`config.mk`:
```
export PLATFORM = sky130hd
export DESIGN_NAME = legv8_multicycle_ctrl
export DESIGN_NICKNAME = d
export VERILOG_FILES = /design/src/rtl/legv8_ctrl_pkg.sv /design/src/rtl/legv8_opdecode.sv /design/src/rtl/legv8_multicycle_ctrl.sv
export SDC_FILE = /design/constraint.sdc
export NUM_CORES = 1
export LEC_CHECK = 0
export BUFFER_PORTS_ARGS = -buffer_cell sky130_fd_sc_hd__clkbuf_2
export CORE_MARGIN = 8
export CORE_UTILIZATION = 44
export CTS_CLUSTER_SIZE = 20
export DETAILED_ROUTE_END_ITERATION = 8
export PLACE_DENSITY_LB_ADDON = 0.1
export RECOVER_POWER = 25
export SYNTH_ARGS = -nofsm -noshare
export SYNTH_HDL_FRONTEND = slang
export SYNTH_SLANG_ARGS = --single-unit
```
`constraint.sdc`:
```
create_clock -name clk -period 2.2 [get_ports clk]
set_input_delay 0.11 -clock clk [delete_from_list [all_inputs] [get_ports clk]]
set_output_delay 0.11 -clock clk [all_outputs]
set_load 0.05 [all_outputs]
```
`src/rtl/legv8_ctrl_pkg.sv`:
```
// Shared types and constants for the LEGv8 multi-cycle control unit.
//   state_e : FSM states
//   cls_e   : instruction class latched in DECODE
//   Op*     : opcode field values compared against inst[31:21] (or its prefixes)
//   AluOp*  : ALUOp encodings driven to the ALU control
package legv8_ctrl_pkg;

   typedef enum logic [2:0] {
      StFetch,
      StDecode,
      StExec,
      StMem,
      StWb
   } state_e;

   typedef enum logic [3:0] {
      ClsNop,
      ClsRtype,
      ClsLoad,
      ClsStore,
      ClsCbz,
      ClsCbnz,
      ClsB,
      ClsBl,
      ClsIll
   } cls_e;

   // Full 11-bit opcodes, inst[31:21]
   localparam logic [10:0] OpAdd  = 11'h458;
   localparam logic [10:0] OpSub  = 11'h658;
   localparam logic [10:0] OpAnd  = 11'h450;
   localparam logic [10:0] OpOrr  = 11'h550;
   localparam logic [10:0] OpLdur = 11'h7C2;
   localparam logic [10:0] OpStur = 11'h7C0;
   // CB-format, inst[31:24]
   localparam logic [7:0]  OpCbz  = 8'hB4;
   localparam logic [7:0]  OpCbnz = 8'hB5;
   // B-format, inst[31:26]
   localparam logic [5:0]  OpB    = 6'h05;
   localparam logic [5:0]  OpBl   = 6'h25;

   localparam logic [1:0]  AluOpAdd   = 2'b00;
   localparam logic [1:0]  AluOpPassB = 2'b01;
   localparam logic [1:0]  AluOpRtype = 2'b10;

   // Classes whose second source register lives in the Rt field
   function automatic logic uses_rt(cls_e c);
      return (c == ClsStore) || (c == ClsCbz) || (c == ClsCbnz);
   endfunction

endpackage

```
`src/rtl/legv8_opdecode.sv`:
```
// Combinational opcode classifier.
//   opcode_i : inst[31:21]
//   cls_o    : instruction class (ClsIll for anything not recognised)
module legv8_opdecode
   import legv8_ctrl_pkg::*;
(
   input  logic [10:0] opcode_i,
   output cls_e        cls_o
);

   always_comb begin
      cls_o = ClsIll;
      if ((opcode_i == OpAdd) || (opcode_i == OpSub) ||
          (opcode_i == OpAnd) || (opcode_i == OpOrr)) begin
         cls_o = ClsRtype;
      end else if (opcode_i == OpLdur) begin
         cls_o = ClsLoad;
      end else if (opcode_i == OpStur) begin
         cls_o = ClsStore;
      end else if (opcode_i[10:3] == OpCbz) begin
         cls_o = ClsCbz;
      end else if (opcode_i[10:3] == OpCbnz) begin
         cls_o = ClsCbnz;
      end else if (opcode_i[10:5] == OpB) begin
         cls_o = ClsB;
      end else if (opcode_i[10:5] == OpBl) begin
         cls_o = ClsBl;
      end
   end

endmodule

```
`src/rtl/legv8_multicycle_ctrl.sv`:
```
// Multi-cycle control FSM for the LEGv8 core: FETCH -> DECODE -> EXEC -> [MEM] -> [WB].
// Inputs : clk, rst (async, active high), inst, zero, imem_ready, dmem_ready
// Outputs: memory requests (imem_req, dmem_req, MemRead, MemWrite), PC/IR strobes
//          (IRWrite, PCWrite, PCSrc), ID-stage selects (RegWrite, Reg2Loc, WRegLoc),
//          EX selects (ALUSrc, ALUOp), write-back select (MemtoReg) and the
//          one-cycle error pulses illegal and bus_err.
// FETCH and MEM wait on their ready input under a watchdog; a timeout pulses bus_err
// and restarts at FETCH.
module legv8_multicycle_ctrl
   import legv8_ctrl_pkg::*;
#(
   parameter int unsigned INST_SIZE = 32,
   parameter int unsigned WAIT_MAX  = 16,
   parameter int unsigned WAIT_W    = 5
) (
   input  logic                 clk,
   input  logic                 rst,
   input  logic [INST_SIZE-1:0] inst,
   input  logic                 zero,
   input  logic                 imem_ready,
   input  logic                 dmem_ready,
   output logic                 imem_req,
   output logic                 dmem_req,
   output logic                 IRWrite,
   output logic                 PCWrite,
   output logic                 PCSrc,
   output logic                 RegWrite,
   output logic                 Reg2Loc,
   output logic                 WRegLoc,
   output logic                 ALUSrc,
   output logic [1:0]           ALUOp,
   output logic                 MemRead,
   output logic                 MemWrite,
   output logic                 MemtoReg,
   output logic                 illegal,
   output logic                 bus_err
);

   state_e              state_q, state_d;
   cls_e                cls_q, cls_d;
   cls_e                dec_cls;
   logic [WAIT_W-1:0]   cnt_q, cnt_d;
   logic                timeout;
   logic                unused_inst;

   // Only the opcode field matters here; the rest feeds the datapath.
   assign unused_inst = ^inst;

   legv8_opdecode u_opdecode (
      .opcode_i (inst[31:21]),
      .cls_o    (dec_cls)
   );

   assign timeout = (cnt_q == WAIT_W'(WAIT_MAX));

   always_ff @(posedge clk or posedge rst) begin
      if (rst) begin
         state_q <= StFetch;
         cls_q   <= ClsNop;
         cnt_q   <= '0;
      end else begin
         state_q <= state_d;
         cls_q   <= cls_d;
         cnt_q   <= cnt_d;
      end
   end

   always_comb begin
      state_d  = state_q;
      cls_d    = cls_q;
      cnt_d    = '0;
      imem_req = 1'b0;
      dmem_req = 1'b0;
      IRWrite  = 1'b0;
      PCWrite  = 1'b0;
      PCSrc    = 1'b0;
      RegWrite = 1'b0;
      Reg2Loc  = 1'b0;
      WRegLoc  = 1'b0;
      ALUSrc   = 1'b0;
      ALUOp    = AluOpAdd;
      MemRead  = 1'b0;
      MemWrite = 1'b0;
      MemtoReg = 1'b0;
      illegal  = 1'b0;
      bus_err  = 1'b0;

      unique case (state_q)
         StFetch: begin
            imem_req = 1'b1;
            if (imem_ready) begin
               IRWrite = 1'b1;
               PCWrite = 1'b1;
               state_d = StDecode;
            end else if (timeout) begin
               bus_err = 1'b1;   // counter restarts from 0, fetch retried
            end else begin
               cnt_d = cnt_q + WAIT_W'(1);
            end
         end

         StDecode: begin
            // cls_q is not yet valid here, so use the live decode
            cls_d   = dec_cls;
            Reg2Loc = uses_rt(dec_cls);
            if (dec_cls == ClsIll) begin
               illegal = 1'b1;
               state_d = StFetch;
            end else begin
               state_d = StExec;
            end
         end

         StExec: begin
            Reg2Loc = uses_rt(cls_q);
            case (cls_q)
               ClsRtype: begin
                  ALUOp   = AluOpRtype;
                  state_d = StWb;
               end
               ClsLoad, ClsStore: begin
                  ALUSrc  = 1'b1;
                  state_d = StMem;
               end
               ClsCbz, ClsCbnz: begin
                  ALUOp   = AluOpPassB;
                  PCWrite = ((cls_q == ClsCbz) && zero) || ((cls_q == ClsCbnz) && !zero);
                  PCSrc   = PCWrite;
                  state_d = StFetch;
               end
               ClsB: begin
                  PCWrite = 1'b1;
                  PCSrc   = 1'b1;
                  state_d = StFetch;
               end
               ClsBl: begin
                  PCWrite  = 1'b1;
                  PCSrc    = 1'b1;
                  RegWrite = 1'b1;
                  WRegLoc  = 1'b1;
                  state_d  = StFetch;
               end
               default: state_d = StFetch;
            endcase
         end

         StMem: begin
            Reg2Loc  = uses_rt(cls_q);
            dmem_req = 1'b1;
            MemRead  = (cls_q == ClsLoad);
            MemWrite = (cls_q == ClsStore);
            if (dmem_ready) begin
               state_d = (cls_q == ClsLoad) ? StWb : StFetch;
            end else if (timeout) begin
               // PC already advanced in FETCH: the instruction is dropped
               bus_err = 1'b1;
               state_d = StFetch;
            end else begin
               cnt_d = cnt_q + WAIT_W'(1);
            end
         end

         StWb: begin
            RegWrite = 1'b1;
            MemtoReg = (cls_q == ClsLoad);
            state_d  = StFetch;
         end

         default: state_d = StFetch;
      endcase

      // Force every strobe low while reset is asserted, independent of the clock
      if (rst) begin
         imem_req = 1'b0;
         dmem_req = 1'b0;
         IRWrite  = 1'b0;
         PCWrite  = 1'b0;
         PCSrc    = 1'b0;
         RegWrite = 1'b0;
         Reg2Loc  = 1'b0;
         WRegLoc  = 1'b0;
         ALUSrc   = 1'b0;
         ALUOp    = AluOpAdd;
         MemRead  = 1'b0;
         MemWrite = 1'b0;
         MemtoReg = 1'b0;
         illegal  = 1'b0;
         bus_err  = 1'b0;
      end
   end

endmodule

```
# Word-level counts from Yosys, hierarchy flattened
# Index checks and enable logic that the tools add are counted.
# W data, S select, Z words.
[word_totals] input_bits=37 wordCells=106 reg_bits=12 output_inout_bits=16
[op_classes] n_mux=57 addsub=1 reduce_logical=17 eq_ne=28
[ops] operator="$eq A11 B11 Y1 const B" count=6
[ops] operator="$mux W1" count=31
[ops] operator="$mux W4" count=7
[ops] operator="$eq A4 B3 Y1 const B" count=6
[ops] operator="$eq A8 B8 Y1 const B" count=2
[ops] operator="$mux W5" count=3
[ops] operator="$eq A4 B2 Y1 const B" count=3
[ops] operator="$mux W3" count=4
[ops] operator="$pmux W3 S4" count=1
[ops] operator="$pmux W1 S2" count=5
[ops] operator="$pmux W5 S2" count=1
[ops] operator="$logic_or A1 B1 Y1" count=8
[ops] operator="$reduce_or A2 Y1" count=4
[ops] operator="$eq A3 B2 Y1 const B" count=2
[ops] operator="$eq A6 B3 Y1 const B" count=1
[ops] operator="$eq A6 B6 Y1 const B" count=1
[ops] operator="$mux W2" count=3
[ops] operator="$pmux W3 S2" count=1
[ops] operator="$add A5 B1 Y5 const B" count=1
[ops] operator="$eq A5 B5 Y1 const B" count=1
[ops] operator="$eq A4 B1 Y1 const B" count=1
[ops] operator="$eq A4 B4 Y1 const B" count=1
[ops] operator="$pmux W2 S2" count=1
[ops] operator="$eq A3 B1 Y1 const B" count=1
[ops] operator="7 further kinds" count=8

# Logic depth before layout (Yosys ltp)
[depth] depth_word=13 depth_mapped=6 ltp_nobuf=6

# Modules after synthesis
# From an unflattened synthesis, not the netlist that was laid out.
[hier_totals] cells_unflattened=106 hier_area_um2=928.4
[modules_own_cells] mod="legv8_multicycle_ctrl" area_per_inst_um2=785.8 cells_per_inst=88 seq_area_each_um2=300.3 n_inst=1
[modules_own_cells] mod="legv8_opdecode" area_per_inst_um2=142.6 cells_per_inst=18 seq_area_each_um2=0.0 n_inst=1

# Worst setup path after synthesis
# OpenSTA, ideal clock, no wires.
[synth_path] path_kind="register to output" from="register state_q[1]" to="output bus_err" arrival_ps=3421 stages_incl_launch_ff=5 setup_slack_ps=-1331 n_path_buf=1 t_required_ps=2090 path_cell_list="dfrtp_1 buf_6 nor4_1 nor2_1 nor3b_1"
[synth_via] elab_chain_cells=3 elab_cells_between_ends=4 classes_between="eq/ne: 1; mux: 2; reduce/logical: 1"
[synth_lines] element="start, declared" line_no="legv8_multicycle_ctrl.sv:39" rtl="state_e state_q, state_d;"
[synth_lines] element="start signal, assigned" line_no="legv8_multicycle_ctrl.sv:58" rtl="state_q <= StFetch;"
[synth_lines] element="start signal, assigned" line_no="legv8_multicycle_ctrl.sv:62" rtl="state_q <= state_d;"
[synth_lines] element="$eq A3 B2 Y1 or $logic_not A3 Y1 (tied branches)" line_no="legv8_multicycle_ctrl.sv:88" rtl="unique case (state_q)"
[synth_lines] element="$pmux W1 S2 (*)" line_no="legv8_multicycle_ctrl.sv:88"
[synth_lines] element="$mux W1 (*)" line_no="legv8_multicycle_ctrl.sv:173" rtl="if (rst) begin"
[synth_lines] element="end, declared" line_no="legv8_multicycle_ctrl.sv:36" rtl="output logic bus_err"
# Every way passes the cells marked *; elsewhere a longest branch is shown, timed or not.

# Worst setup path after layout
[layout_path] from="register state_q[2]" to="output RegWrite"
[layout_via] elab_chain_cells=3 elab_cells_between_ends=4 classes_between="eq/ne: 2; mux: 2"
[layout_lines] element="$eq A3 B3 Y1 or $eq A3 B2 Y1 (tied branches)" line_no="legv8_multicycle_ctrl.sv:88"
[layout_lines] element="$pmux W1 S2 (*)" line_no="legv8_multicycle_ctrl.sv:88"
[layout_lines] element="$mux W1 (*)" line_no="legv8_multicycle_ctrl.sv:173"
[layout_lines] element="end, declared" line_no="legv8_multicycle_ctrl.sv:27" rtl="output logic RegWrite,"
# Marked as above.

==> results by group <==
Status
  • Status: finished clean

Logic synthesis
  • Synth cell types: roughly 40
  • Synth top area share: between 30% and 40%
  • Commonest cells in the netlist: 16 x nor2_1, 12 x dfrtp_1, 8 x nand2_1
  • Syn Inst Count: 116
  • Post-synth net total: roughly 160
  • Synth Warn #: 0
  • Synth Register Bits: 12
  • Mapped Area: between 900 and 1000 um^2
  • Syn Area/Cell: 8.26 um^2
  • Leading area contributor after synthesis: dfrtp_1
  • Post-synth ARST share: 100%
  • Post-synth EDFFs: 0
  • Count leader, synth: nor2_1
  • Top FF cell, synth: dfrtp_1
  • Synth area leaders: dfrtp_1 31%, nor2_1 6.3%, mux2i_1 3.1%, nand2_1 3.1%, inv_1 2.7%
  • Sequential share of the synthesized area: between 30% and 40%

Routing
  • Routed Wire Length: around 2500 um
  • Initial DRC Count: 25
  • Post-route ant nets: 0
  • # DRC: 0
  • First drt pass iteration count: 3
  • Drt via density: around 5.3
  • Total number of vias: 973
  • Routed WL per cell: ~14 um

Clock tree
  • Clock slew at reported path FFs: 90 ps
  • Worst skew pair latency: around 280 ps
  • Total CTS buffers: 3
  • CTS tree: yes
  • Clk buf depth: 2
  • # H-tree levels: 1
  • Sinks on Clock Net: 12
  • Root Buffer: clkbuf_4

Placement
  • Placed cell areas: around 1200 um^2
  • Port bufs: 31
  • GP Congestion: 0.787
  • Dpl ws: between 200 and 250 ps
  • HPWL Detailed: 2030 um

GRT
  • Met1 Use GR: between 10% and 20%
  • Overflow after GRT: 0
  • Initial antenna violation count: 0
  • Vias in the first global route: 963
  • Total Routing Usage GR: between 10 and 15%
  • Met2 Usage GRT: 22.0%
  • Largest net degree at the start of global routing: 13
  • First-pass GRT wire length: 4240 um
  • M3 GR Usage: under 10%
  • Busiest grt layer: met2

Floorplan
  • Core ar.: about 2100 um^2
  • Die ar.: 3930 um^2
  • Die X: 62.7 um
  • Num ports: between 50 and 60
  • Site Rows: 17
  • Initial Util: a little under half
  • Die Span Y: 62.7 um

Layout
  • Layout cells sized above 1: between 30% and 40%
  • Finished Cell Area: ~1300 um^2
  • Final net count: 194
  • Diode count: 0
  • Filler cells: about 210
  • Synthesis-to-layout area growth: 32.2%

Critical path
  • CP endpoint kind: output port
  • Worst Setup Start Kind: register
  • Worst EP arrival: 2040 ps
  • Crit-path leading delay family: simple AND/OR/NAND/NOR gates
  • Req. time, crit path: about 2100 ps
  • Crit-path max FO: 4
  • WS Path Type: register to output port
  • Sequence of cells on the critical path: or3b_4 > or4b_4 > o21ai_2 > clkbuf_4
  • Buf/Inv on CP: 1
  • CP max stage delay: 580 ps
  • Crit-path slowest cell: or4b_4

Power and ir drop
  • Pleak: 0.580 nW
  • Peak VDD IR: roughly 0.30 mV
  • Power Density: 457 nW/um^2

STA
  • Worst-margin pin slew: 653 ps
  • Count of pins over their slew limit: 0
  • Crit path time final: between 2000 and 2500 ps
  • Clock Skew: about 4.7 ps
  • Hold Vio Cnt, Final: 0
  • Max Fclk: roughly 0.46 GHz
  • Final setup vio count: 0
  • Slew HR: a little under three fifths
  • Fin Hold WS: approximately 120 ps
  • Fin crit share: between 90% and 100%
  • RSZ-0062 raised after global routing: yes
  • Worst setup margin: 45.6 ps

Job
  • Max_cap viols: 0

Worst hold path
  • HP Class: primary input to register
## report_power, final
part           internal [mW]  switching [mW]
Sequential             0.233          0.0197
Combinational         0.0630          0.0808
Clock                  0.101          0.0816
## area by class of cell
class	instances	area, um^2	share of cell area, %
Sequential cell	12	300	23.7
Inverter	7	26.3	2.07
Timing Repair Buffer	39	229	18.1
Tap cell	28	35.0	2.76
Multi-Input combinational cell	92	641	50.5
Clock buffer	4	36.3	2.86
## worst reg2reg max path: cells and delay by family (launching register included)
family	cells	cell delay (ps)
compound gates	1	220
simple gates	3	940
flops	1	510
## registers in the layout (all words and copies together) (netlist names)
register and count:
cnt_q 5, cls_q 4, state_q 3
## layer usage
metal  vias to the layer above  share of wire, %  wire, um
met4                         0               2.1        51
met1                       454                46      1140
met2                        21                50      1240
met3                         4               1.9        46
met5                         -                 0         0
li1                        494                 -         -
## stage by stage
stage               TNS, ps  std cells  utilization [%]  total power, mW
finish                    0        182             59.6            0.579
global route              0        182             59.6            0.607
CTS                       0        180             58.9            0.575
detailed placement        0        175             56.2            0.389
global placement          0        175             56.2            0.386
floorplan              -374        116                -            0.344
## cells by family after synthesis
kind of cell / share of synthesized area (%)
simple gates: 37.9
compound gates: 14.0
buf+inv: 6.27
flops: 31.3
xor+xnor: 3.66
mux: 4.31
fa+ha+maj: 2.61
## path summary, 6_finish.rpt
check	from	end	slack [ps]	cells past startpoint
max	state_q[2]$_DFFE_PP0P_	RegWrite	50	4
min	dmem_ready	state_q[2]$_DFFE_PP0P_	120	3
min in group asynchronous	rst	cls_q[0]$_DFFE_PP0N_	690	4
min reg2reg	cnt_q[0]$_DFF_PP0_	cnt_q[0]$_DFF_PP0_	490	1
max in group asynchronous	rst	cnt_q[2]$_DFF_PP0_	1090	4
max reg2reg	state_q[0]$_DFFE_PP0P_	cnt_q[0]$_DFF_PP0_	460	4
## timing repair
action | CTS | global route
hold buffers | 1 | 0
pin swaps | 0 | 2
endpoints found under the hold margin | 12 | 0
setup buffers | 0 | 2
gates cloned | 0 | 0
resized for setup | 3 | 5
endpoints found under the setup margin | 2 | 3
## placed cells by master, fill, tap and decap left out, drive strengths merged, types with 2 or more instances in the layout
master and count:
o21ai 4, nand3 5, nor3 5, nor4 2, nand3b 2, ha 2
a21oi 5, nand4b 3, nand2 8, o31ai 2, or3b 2, a211oi 2
or2 3, inv 7, nor2 17, buf 9, clkbuf 33, o22a 2
nor2b 2, xor2 3, mux2i 3, nor3b 3, dfrtp 12, and3 3
No activity file was read; power rests on OpenSTA's default activity.
